[src/rtl/keypad_pkg.sv]
// Shared types and widths for the keypad conditioner: debounce FSM state
// encoding, stability counter width and glitch counter width.
package keypad_pkg;

  localparam int CNT_W    = 8;
  localparam int GLITCH_W = 4;

  typedef enum logic [1:0] {
    IDLE         = 2'd0,
    PRESS_WAIT   = 2'd1,
    PRESSED      = 2'd2,
    RELEASE_WAIT = 2'd3
  } key_state_t;

endpackage

[src/rtl/sync_2ff.sv]
// Two-flop synchronizer for WIDTH independent asynchronous bits; each bit
// is synchronized on its own (no bus coherency is implied).
module sync_2ff #(
  parameter int WIDTH = 1
) (
  input  logic             clk,
  input  logic             rst_n,
  input  logic [WIDTH-1:0] d,
  output logic [WIDTH-1:0] q
);

  logic [WIDTH-1:0] meta_reg;
  logic [WIDTH-1:0] sync_reg;

  for (genvar gi = 0; gi < WIDTH; gi++) begin : g_bit
    always_ff @(posedge clk or negedge rst_n) begin
      if (!rst_n) begin
        meta_reg[gi] <= 1'b0;
        sync_reg[gi] <= 1'b0;
      end else begin
        meta_reg[gi] <= d[gi];
        sync_reg[gi] <= meta_reg[gi];
      end
    end
  end

  assign q = sync_reg;

endmodule

[src/rtl/keypad_conditioner.sv]
// Keypad front end: synchronizes digit/enter, debounces enter and emits one
// enter strobe plus captured digit per accepted press. Define
// KEYPAD_DEBOUNCE_EN to enable the debounce wait states and glitch counter.
module keypad_conditioner
  import keypad_pkg::*;
#(
  parameter int DEBOUNCE_CYCLES = 16
) (
  input  logic                clk,
  input  logic                rst_n,
  input  logic [3:0]          digit_in,
  input  logic                enter_in,
  output logic [3:0]          digit_out,
  output logic                enter_pulse,
  output logic                key_held,
  output logic [GLITCH_W-1:0] glitch_cnt
);

  localparam logic [CNT_W-1:0] TERM = CNT_W'(DEBOUNCE_CYCLES - 1);

  logic [4:0] sync_q;
  logic [3:0] digit_s;
  logic       enter_s;

  sync_2ff #(.WIDTH(5)) u_sync (
    .clk   (clk),
    .rst_n (rst_n),
    .d     ({digit_in, enter_in}),
    .q     (sync_q)
  );

  assign digit_s = sync_q[4:1];
  assign enter_s = sync_q[0];

  key_state_t state_reg, state_next;
  logic       pulse_next;
  logic [3:0] digit_reg;
  logic       pulse_reg;

`ifdef KEYPAD_DEBOUNCE_EN
  logic [CNT_W-1:0]    cnt_reg, cnt_next;
  logic [GLITCH_W-1:0] glitch_reg;
  logic                glitch_inc;

  // Terminal compare happens before the increment, so the counter tops out at TERM.
  always_comb begin
    state_next = state_reg;
    cnt_next   = cnt_reg;
    pulse_next = 1'b0;
    glitch_inc = 1'b0;
    case (state_reg)
      IDLE: begin
        if (enter_s) begin
          state_next = PRESS_WAIT;
          cnt_next   = '0;
        end
      end
      PRESS_WAIT: begin
        if (!enter_s) begin
          state_next = IDLE;
          glitch_inc = 1'b1;
        end else if (cnt_reg == TERM) begin
          state_next = PRESSED;
          pulse_next = 1'b1;
        end else begin
          cnt_next = cnt_reg + 1'b1;
        end
      end
      PRESSED: begin
        if (!enter_s) begin
          state_next = RELEASE_WAIT;
          cnt_next   = '0;
        end
      end
      RELEASE_WAIT: begin
        if (enter_s) begin
          state_next = PRESSED;
        end else if (cnt_reg == TERM) begin
          state_next = IDLE;
        end else begin
          cnt_next = cnt_reg + 1'b1;
        end
      end
      default: state_next = IDLE;
    endcase
  end

  always_ff @(posedge clk or negedge rst_n) begin
    if (!rst_n) begin
      cnt_reg    <= '0;
      glitch_reg <= '0;
    end else begin
      cnt_reg <= cnt_next;
      if (glitch_inc && (glitch_reg != {GLITCH_W{1'b1}})) begin
        glitch_reg <= glitch_reg + 1'b1;
      end
    end
  end

  assign glitch_cnt = glitch_reg;
`else
  // Without debounce the wait states are never entered and TERM is unused.
  logic unused_cfg;
  assign unused_cfg = ^TERM;

  always_comb begin
    state_next = state_reg;
    pulse_next = 1'b0;
    case (state_reg)
      IDLE: begin
        if (enter_s) begin
          state_next = PRESSED;
          pulse_next = 1'b1;
        end
      end
      PRESSED: begin
        if (!enter_s) begin
          state_next = IDLE;
        end
      end
      default: state_next = IDLE;
    endcase
  end

  assign glitch_cnt = '0;
`endif

  always_ff @(posedge clk or negedge rst_n) begin
    if (!rst_n) begin
      state_reg <= IDLE;
      pulse_reg <= 1'b0;
      digit_reg <= '0;
    end else begin
      state_reg <= state_next;
      pulse_reg <= pulse_next;
      if (pulse_next) begin
        digit_reg <= digit_s;
      end
    end
  end

  assign enter_pulse = pulse_reg;
  assign digit_out   = digit_reg;
  assign key_held    = (state_reg == PRESSED) || (state_reg == RELEASE_WAIT);

endmodule
[config.mk]
export PLATFORM = sky130hd
export DESIGN_NAME = keypad_conditioner
export DESIGN_NICKNAME = d
export VERILOG_FILES = /design/src/rtl/keypad_pkg.sv /design/src/rtl/sync_2ff.sv /design/src/rtl/keypad_conditioner.sv
export SDC_FILE = /design/constraint.sdc
export NUM_CORES = 1
export LEC_CHECK = 0
export ABC_AREA = 1
export BUFFER_PORTS_ARGS = -buffer_cell sky130_fd_sc_hd__buf_2
export CORE_AREA = 2 2 39 41
export DETAILED_ROUTE_END_ITERATION = 10
export DIE_AREA = 0 0 41 43
export GPL_TIMING_DRIVEN = 0
export PLACE_DENSITY = 0.68
export SLEW_MARGIN = 20
export SYNTH_ARGS = -nofsm -noshare
export SYNTH_HDL_FRONTEND = slang
export SYNTH_SLANG_ARGS = --single-unit
[constraint.sdc]
create_clock -name clk -period 1 [get_ports clk]
set_input_delay 0.2 -clock clk [delete_from_list [all_inputs] [get_ports clk]]
set_output_delay 0.2 -clock clk [all_outputs]
set_load 0.03 [all_outputs]
==> results.json, run 1 <==
{
  "grt_pass1_vias": 255,
  "setup_tns_ns": -0.137,
  "avgSynthCellArea_sq_um": 12.9,
  "power.internal_w": 0.00135,
  "placementRows": 14,
  "finClkSkew_ns": 0.00262,
  "drv_cap": 0,
  "wirelength_um": 687,
  "drive_gt1_frac": 0.397,
  "avgViaCountPerCell": 3.96,
  "wl_per_cell_um": 8.70,
  "crit_required_ns": 0.80,
  "end_kind": "output pin",
  "crit_type": "register to output pin",
  "initialDrtViolationCount": 4,
  "io_buffer_count": 12,
  "grt_max_degree": 17,
  "finalHoldViolCount": 0,
  "globalRouteOverflowTotal": 0,
  "p_clk_frac": 0.200,
  "core_area_sq_mm": 0.00138,
  "root_buffer": "clkbuf_4",
  "ff2ff_path_depth": 5,
  "synthCells": 40,
  "setup.worst_path.start": "state_reg[1]$_DFFE_PN0P_",
  "critPathLaunchType": "register",
  "globalplace.congestion": 0.629,
  "p_sw_w": 0.000716,
  "clk_latency_ns": 0.28,
  "cts_setup_buffers": 0,
  "clockBufferDepth": 2,
  "die_area_sq_mm": 0.00176,
  "cpMaxStageDelayCell": "dfrtp_2",
  "layout_setup_ws_ns": -0.0559,
  "yosys_warnings": 0,
  "worstSetupPathDepth": 1,
  "clock.fmax_mhz": 947,
  "cts_tree": "yes",
  "fin_crit_sh": 1.06,
  "path_buf_inv": 1,
  "worstPathMaxFanout": 3,
  "post_dp_cell_area_sq_um": 619,
  "rr_endpoint": "state_reg[1]$_DFFE_PN0P_",
  "dieHeight_um": 43,
  "sw_frac_of_total": 0.347,
  "pre_cts_slack_ns": 0.0840,
  "worst_ir_drop_vdd_uv": 1380,
  "dr.pass1.iters": 4,
  "grt_setup_unrepaired": "yes",
  "track_usage": 0.0999,
  "cp_cell_sequence": "buf_6",
  "cts.sinks": 16,
  "start_util": 0.372,
  "status": "finished with violations",
  "seqPwrFrac": 0.422,
  "cts_buffers": 3,
  "postRouteAntennaNets": 0,
  "cpLargestDelayFamily": "flip-flops",
  "fin_crit_ns": 1.06,
  "grt_pass1_wl_mm": 1.05,
  "crit_arrival_ns": 0.86,
  "syn_area_sq_um": 514,
  "power_density_mw_per_mm2": 2820,
  "num_vias": 313,
  "clkSlewWorstSetupHoldPaths_ns": 0.09,
  "combPwrFrac": 0.377,
  "antennaDiodeCount": 0,
  "drc": 0,
  "hold_start": "enter_in",
  "boundaryPins": 17,
  "synth-seq-area-share": 0.779,
  "synth_cell_types": 7,
  "stdcell_area_sq_um": 733,
  "endpoint": "key_held",
  "r2r_slack_ns": 0.06,
  "crit_path_max_incr_delay_ns": 0.43,
  "antenna_found_initial": 0,
  "h-tree-depth": 1,
  "area_growth_pct": 42.6,
  "min_path_type": "primary input to register",
  "timing.rr.start": "state_reg[1]$_DFFE_PN0P_",
  "violations": "negative setup slack",
  "slew_viol_final": 0,
  "setup-violations-final": 5,
  "nets": 72,
  "synth-seq-cells": 16,
  "cellLeakagePower_nw": 0.384,
  "die_w_um": 41
}
## per-stage QoR
step           hold WS, ns  std cells   util  total power (W)
2_1_floorplan      -0.0956         43      -          0.00132
3_3_place_gp         0.116         71  0.448          0.00147
3_5_place_dp         0.123         71  0.448          0.00151
4_1_cts            0.00487         76  0.508          0.00209
5_1_grt            0.00258         79  0.530          0.00220
6_report            0.0196         79  0.530          0.00206
## synthesized netlist by cell type (all sizes together)
library cell / count / share of area
conb: 1 / 0.0073
buf: 4 / 0.058
inv: 3 / 0.022
ha: 1 / 0.024
dfrtp: 16 / 0.78
nand2: 15 / 0.11
## how the worst min path moves through the flow
stage          slack (ns)  depth (start not counted)                            to
3_5_place_dp         0.12                          1  u_sync.meta_reg[2]$_DFF_PN0_
3_3_place_gp         0.12                          1  u_sync.meta_reg[0]$_DFF_PN0_
2_1_floorplan        -0.1                          0      digit_out[0]$_DFFE_PN0P_
5_1_grt             0.003                          1  u_sync.meta_reg[2]$_DFF_PN0_
4_1_cts             0.005                          1  u_sync.meta_reg[1]$_DFF_PN0_
6_report             0.02                          1  u_sync.meta_reg[0]$_DFF_PN0_
## worst register-to-register path: cells and delay by family, from the launching register on
family	cells	cell delay [ns]
DFF	1	0.39
buffers and inverters	2	0.09
and+or+nand+nor	2	0.10
adders and majority gates	1	0.27
## power groups by stage
stage | logic (W) | clock network [W] | registers [W]
4_1_cts | 0.000784 | 0.000433 | 0.000872
5_1_grt | 0.000849 | 0.000467 | 0.000887
3_5_place_dp | 0.000649 | 0 | 0.000856
3_3_place_gp | 0.000619 | 0 | 0.000853
2_1_floorplan | 0.000231 | 0 | 0.00109
6_report | 0.000779 | 0.000413 | 0.000872
## layout by cell type (no fill, tap or decap), drive strengths merged
cell / netlist / routed
buf: 4 / 16
dfrtp: 16 / 16
inv: 3 / 3
ha: 1 / 1
conb: 1 / 4
nand2: 15 / 15
dlygate4sd3: 0 / 4
clkbuf: 0 / 4
## cell families (layout without fill, tap and decap cells)
| group | after synthesis | count (layout) | synth area share |
|---|---|---|---|
| adder cells (fa/ha/maj) | 1 | 1 | 0.0243 |
| buffers and inverters | 7 | 27 | 0.0803 |
| flip-flops | 16 | 16 | 0.779 |
| other | 1 | 4 | 0.00729 |
| AND/OR/NAND/NOR | 15 | 15 | 0.109 |
## layer usage
layer / global-route usage / wire length [um]
met5: 0 / 0
met4: 0.0800 / 25
met3: 0.0471 / 50
met2: 0.144 / 337
met1: 0.105 / 274
## repair_timing
action / CTS / global route
cloned: 0 / 0
hold endpoints to repair: 16 / 3
pin swaps: 0 / 0
endpoints found under the setup margin: 6 / 6
gates resized for setup: 12 / 0
hold buffers: 1 / 3
## final cells by class
class                           count  area (sq um)
Clock buffer                        4          36.3
Sequential cell                    16           402
Tap cell                           16          20.0
Multi-Input combinational cell     20          96.3
Timing Repair Buffer               16           138
Fill cell                         125           651
Inverter                            3          11.3
Buffer                              4          30.0
Power figures use the tool's default switching activity.
==> run 2, diff against run 1 <==
- BUFFER_PORTS_ARGS: -buffer_cell sky130_fd_sc_hd__buf_2 -> -buffer_cell sky130_fd_sc_hd__buf_4
==> results.json, run 2 (synthesis results as in run 1) <==
{
  "hold_ws_ns": 0.0230,
  "track_usage": 0.0978,
  "critPathLaunchType": "register",
  "area_growth_pct": 47.2,
  "grt_pass1_vias": 297,
  "grt_setup_unrepaired": "yes",
  "cellLeakagePower_nw": 0.394,
  "crit_path_max_incr_delay_ns": 0.43,
  "h-tree-depth": 1,
  "drive_gt1_frac": 0.492,
  "fin_crit_sh": 1.04,
  "crit_required_ns": 0.80,
  "clkSlewWorstSetupHoldPaths_ns": 0.09,
  "min_path_type": "primary input to register",
  "antenna_found_initial": 0,
  "cpLargestDelayFamily": "flip-flops",
  "initialDrtViolationCount": 0,
  "globalplace.congestion": 0.643,
  "cts.sinks": 16,
  "die_area_sq_mm": 0.00176,
  "antennaDiodeCount": 0,
  "pre_cts_slack_ns": 0.0901,
  "cts_tree": "yes",
  "io_buffer_count": 12,
  "setup-violations-final": 9,
  "clockBufferDepth": 2,
  "drv_cap": 0,
  "num_vias": 304,
  "final_common_cell": "dfrtp_1",
  "drc": 0,
  "start_util": 0.372,
  "cts_buffers": 3,
  "finalHoldViolCount": 0,
  "crit_type": "register to output pin",
  "postRouteAntennaNets": 0,
  "r2r_slack_ns": -0.04,
  "core_area_sq_mm": 0.00138,
  "clk_latency_ns": 0.27,
  "final_cell_mix": "dfrtp_1 (15), nand2_1 (12), buf_4 (12), buf_6 (7), conb_1 (4)",
  "wirelength_um": 683,
  "nets": 72,
  "avgViaCountPerCell": 3.85,
  "finClkSkew_ns": 0.00281,
  "worstPathMaxFanout": 2,
  "status": "finished with violations",
  "clock.fmax_mhz": 958,
  "root_buffer": "clkbuf_4",
  "die_w_um": 41,
  "grt_pass1_wl_mm": 1.10,
  "power_density_mw_per_mm2": 2920,
  "fin_crit_ns": 1.04,
  "globalRouteOverflowTotal": 0,
  "dieHeight_um": 43,
  "setup_tns_ns": -0.154,
  "slew_viol_final": 0,
  "wl_per_cell_um": 8.65,
  "dp_hpwl_um": 458,
  "boundaryPins": 17,
  "cp_cell_sequence": "buf_6",
  "violations": "negative setup slack",
  "dr.pass1.iters": 1,
  "crit_arrival_ns": 0.84,
  "layout_setup_ws_ns": -0.0439,
  "cpMaxStageDelayCell": "dfrtp_2",
  "placementRows": 14,
  "grt_max_degree": 17,
  "worst_ir_drop_vdd_uv": 1210,
  "end_kind": "output pin",
  "path_buf_inv": 1
}
run 2: worst paths after layout:
kind	from	end	cells past startpoint
worst max-delay path	state_reg[1]$_DFFE_PN0P_	key_held	1
worst min-delay path	digit_in[0]	u_sync.meta_reg[1]$_DFF_PN0_	1
worst max register to register	state_reg[1]$_DFFE_PN0P_	digit_out[1]$_DFFE_PN0P_	6
worst min register to register	u_sync.meta_reg[0]$_DFF_PN0_	u_sync.q[0]$_DFF_PN0_	0
max in group asynchronous	rst_n	state_reg[1]$_DFFE_PN0P_	2
min in group asynchronous	rst_n	u_sync.meta_reg[1]$_DFF_PN0_	2
run 2: area by class of cell:
type	instances	area, sq um
plain buffers	4	30.0
clock buffers	4	36.3
fillers	137	627
inverters	3	16.3
multi-input cells	20	104
flip-flops and latches	16	402
well taps	16	20.0
repair buffers	16	149
run 2: where the power goes:
| group | switching [W] | leakage [nW] | internal [W] | total (W) |
|---|---|---|---|---|
| sequential | 0.0000894 | 0.189 | 0.000785 | 0.000874 |
| clock | 0.000184 | 0.0210 | 0.000221 | 0.000406 |
| combinational | 0.000484 | 0.184 | 0.000443 | 0.000927 |
| total | 0.000758 | 0.394 | 0.00145 | 0.00221 |
run 2: timing repair:
action | 4_1_cts | 5_1_grt
hold buffers | 1 | 0
setup endpoints to repair | 6 | 11
gates resized for setup | 7 | 5
hold endpoints to repair | 16 | 0
setup buffers | 2 | 1
run 2: metal layers:
layer | share of wire | track usage | up-vias | wire, um
met5 | 0 | 0 | - | 0
met4 | 0 | 0.0600 | 0 | 0
met3 | 0.079 | 0.0471 | 0 | 54
met2 | 0.53 | 0.147 | 12 | 362
met1 | 0.39 | 0.105 | 137 | 266
li1 | - | - | 155 | -
run 2: worst reg2reg max path: stages (launching register included):
cell,delay (ns)
dfrtp_2,0.43
buf_6,0.13
inv_4,0.05
ha_4,0.16
inv_4,0.05
nand2_1,0.07
nand2_1,0.05
run 2: per-stage QoR:
step	util	total power, W	std cells	instance area (sq um)
finish	0.547	0.00221	79	757
global route	0.547	0.00235	79	757
CTS	0.532	0.00214	78	736
detailed placement	0.469	0.00157	71	649
global placement	0.469	0.00155	71	649
floorplan	-	0.00132	43	539
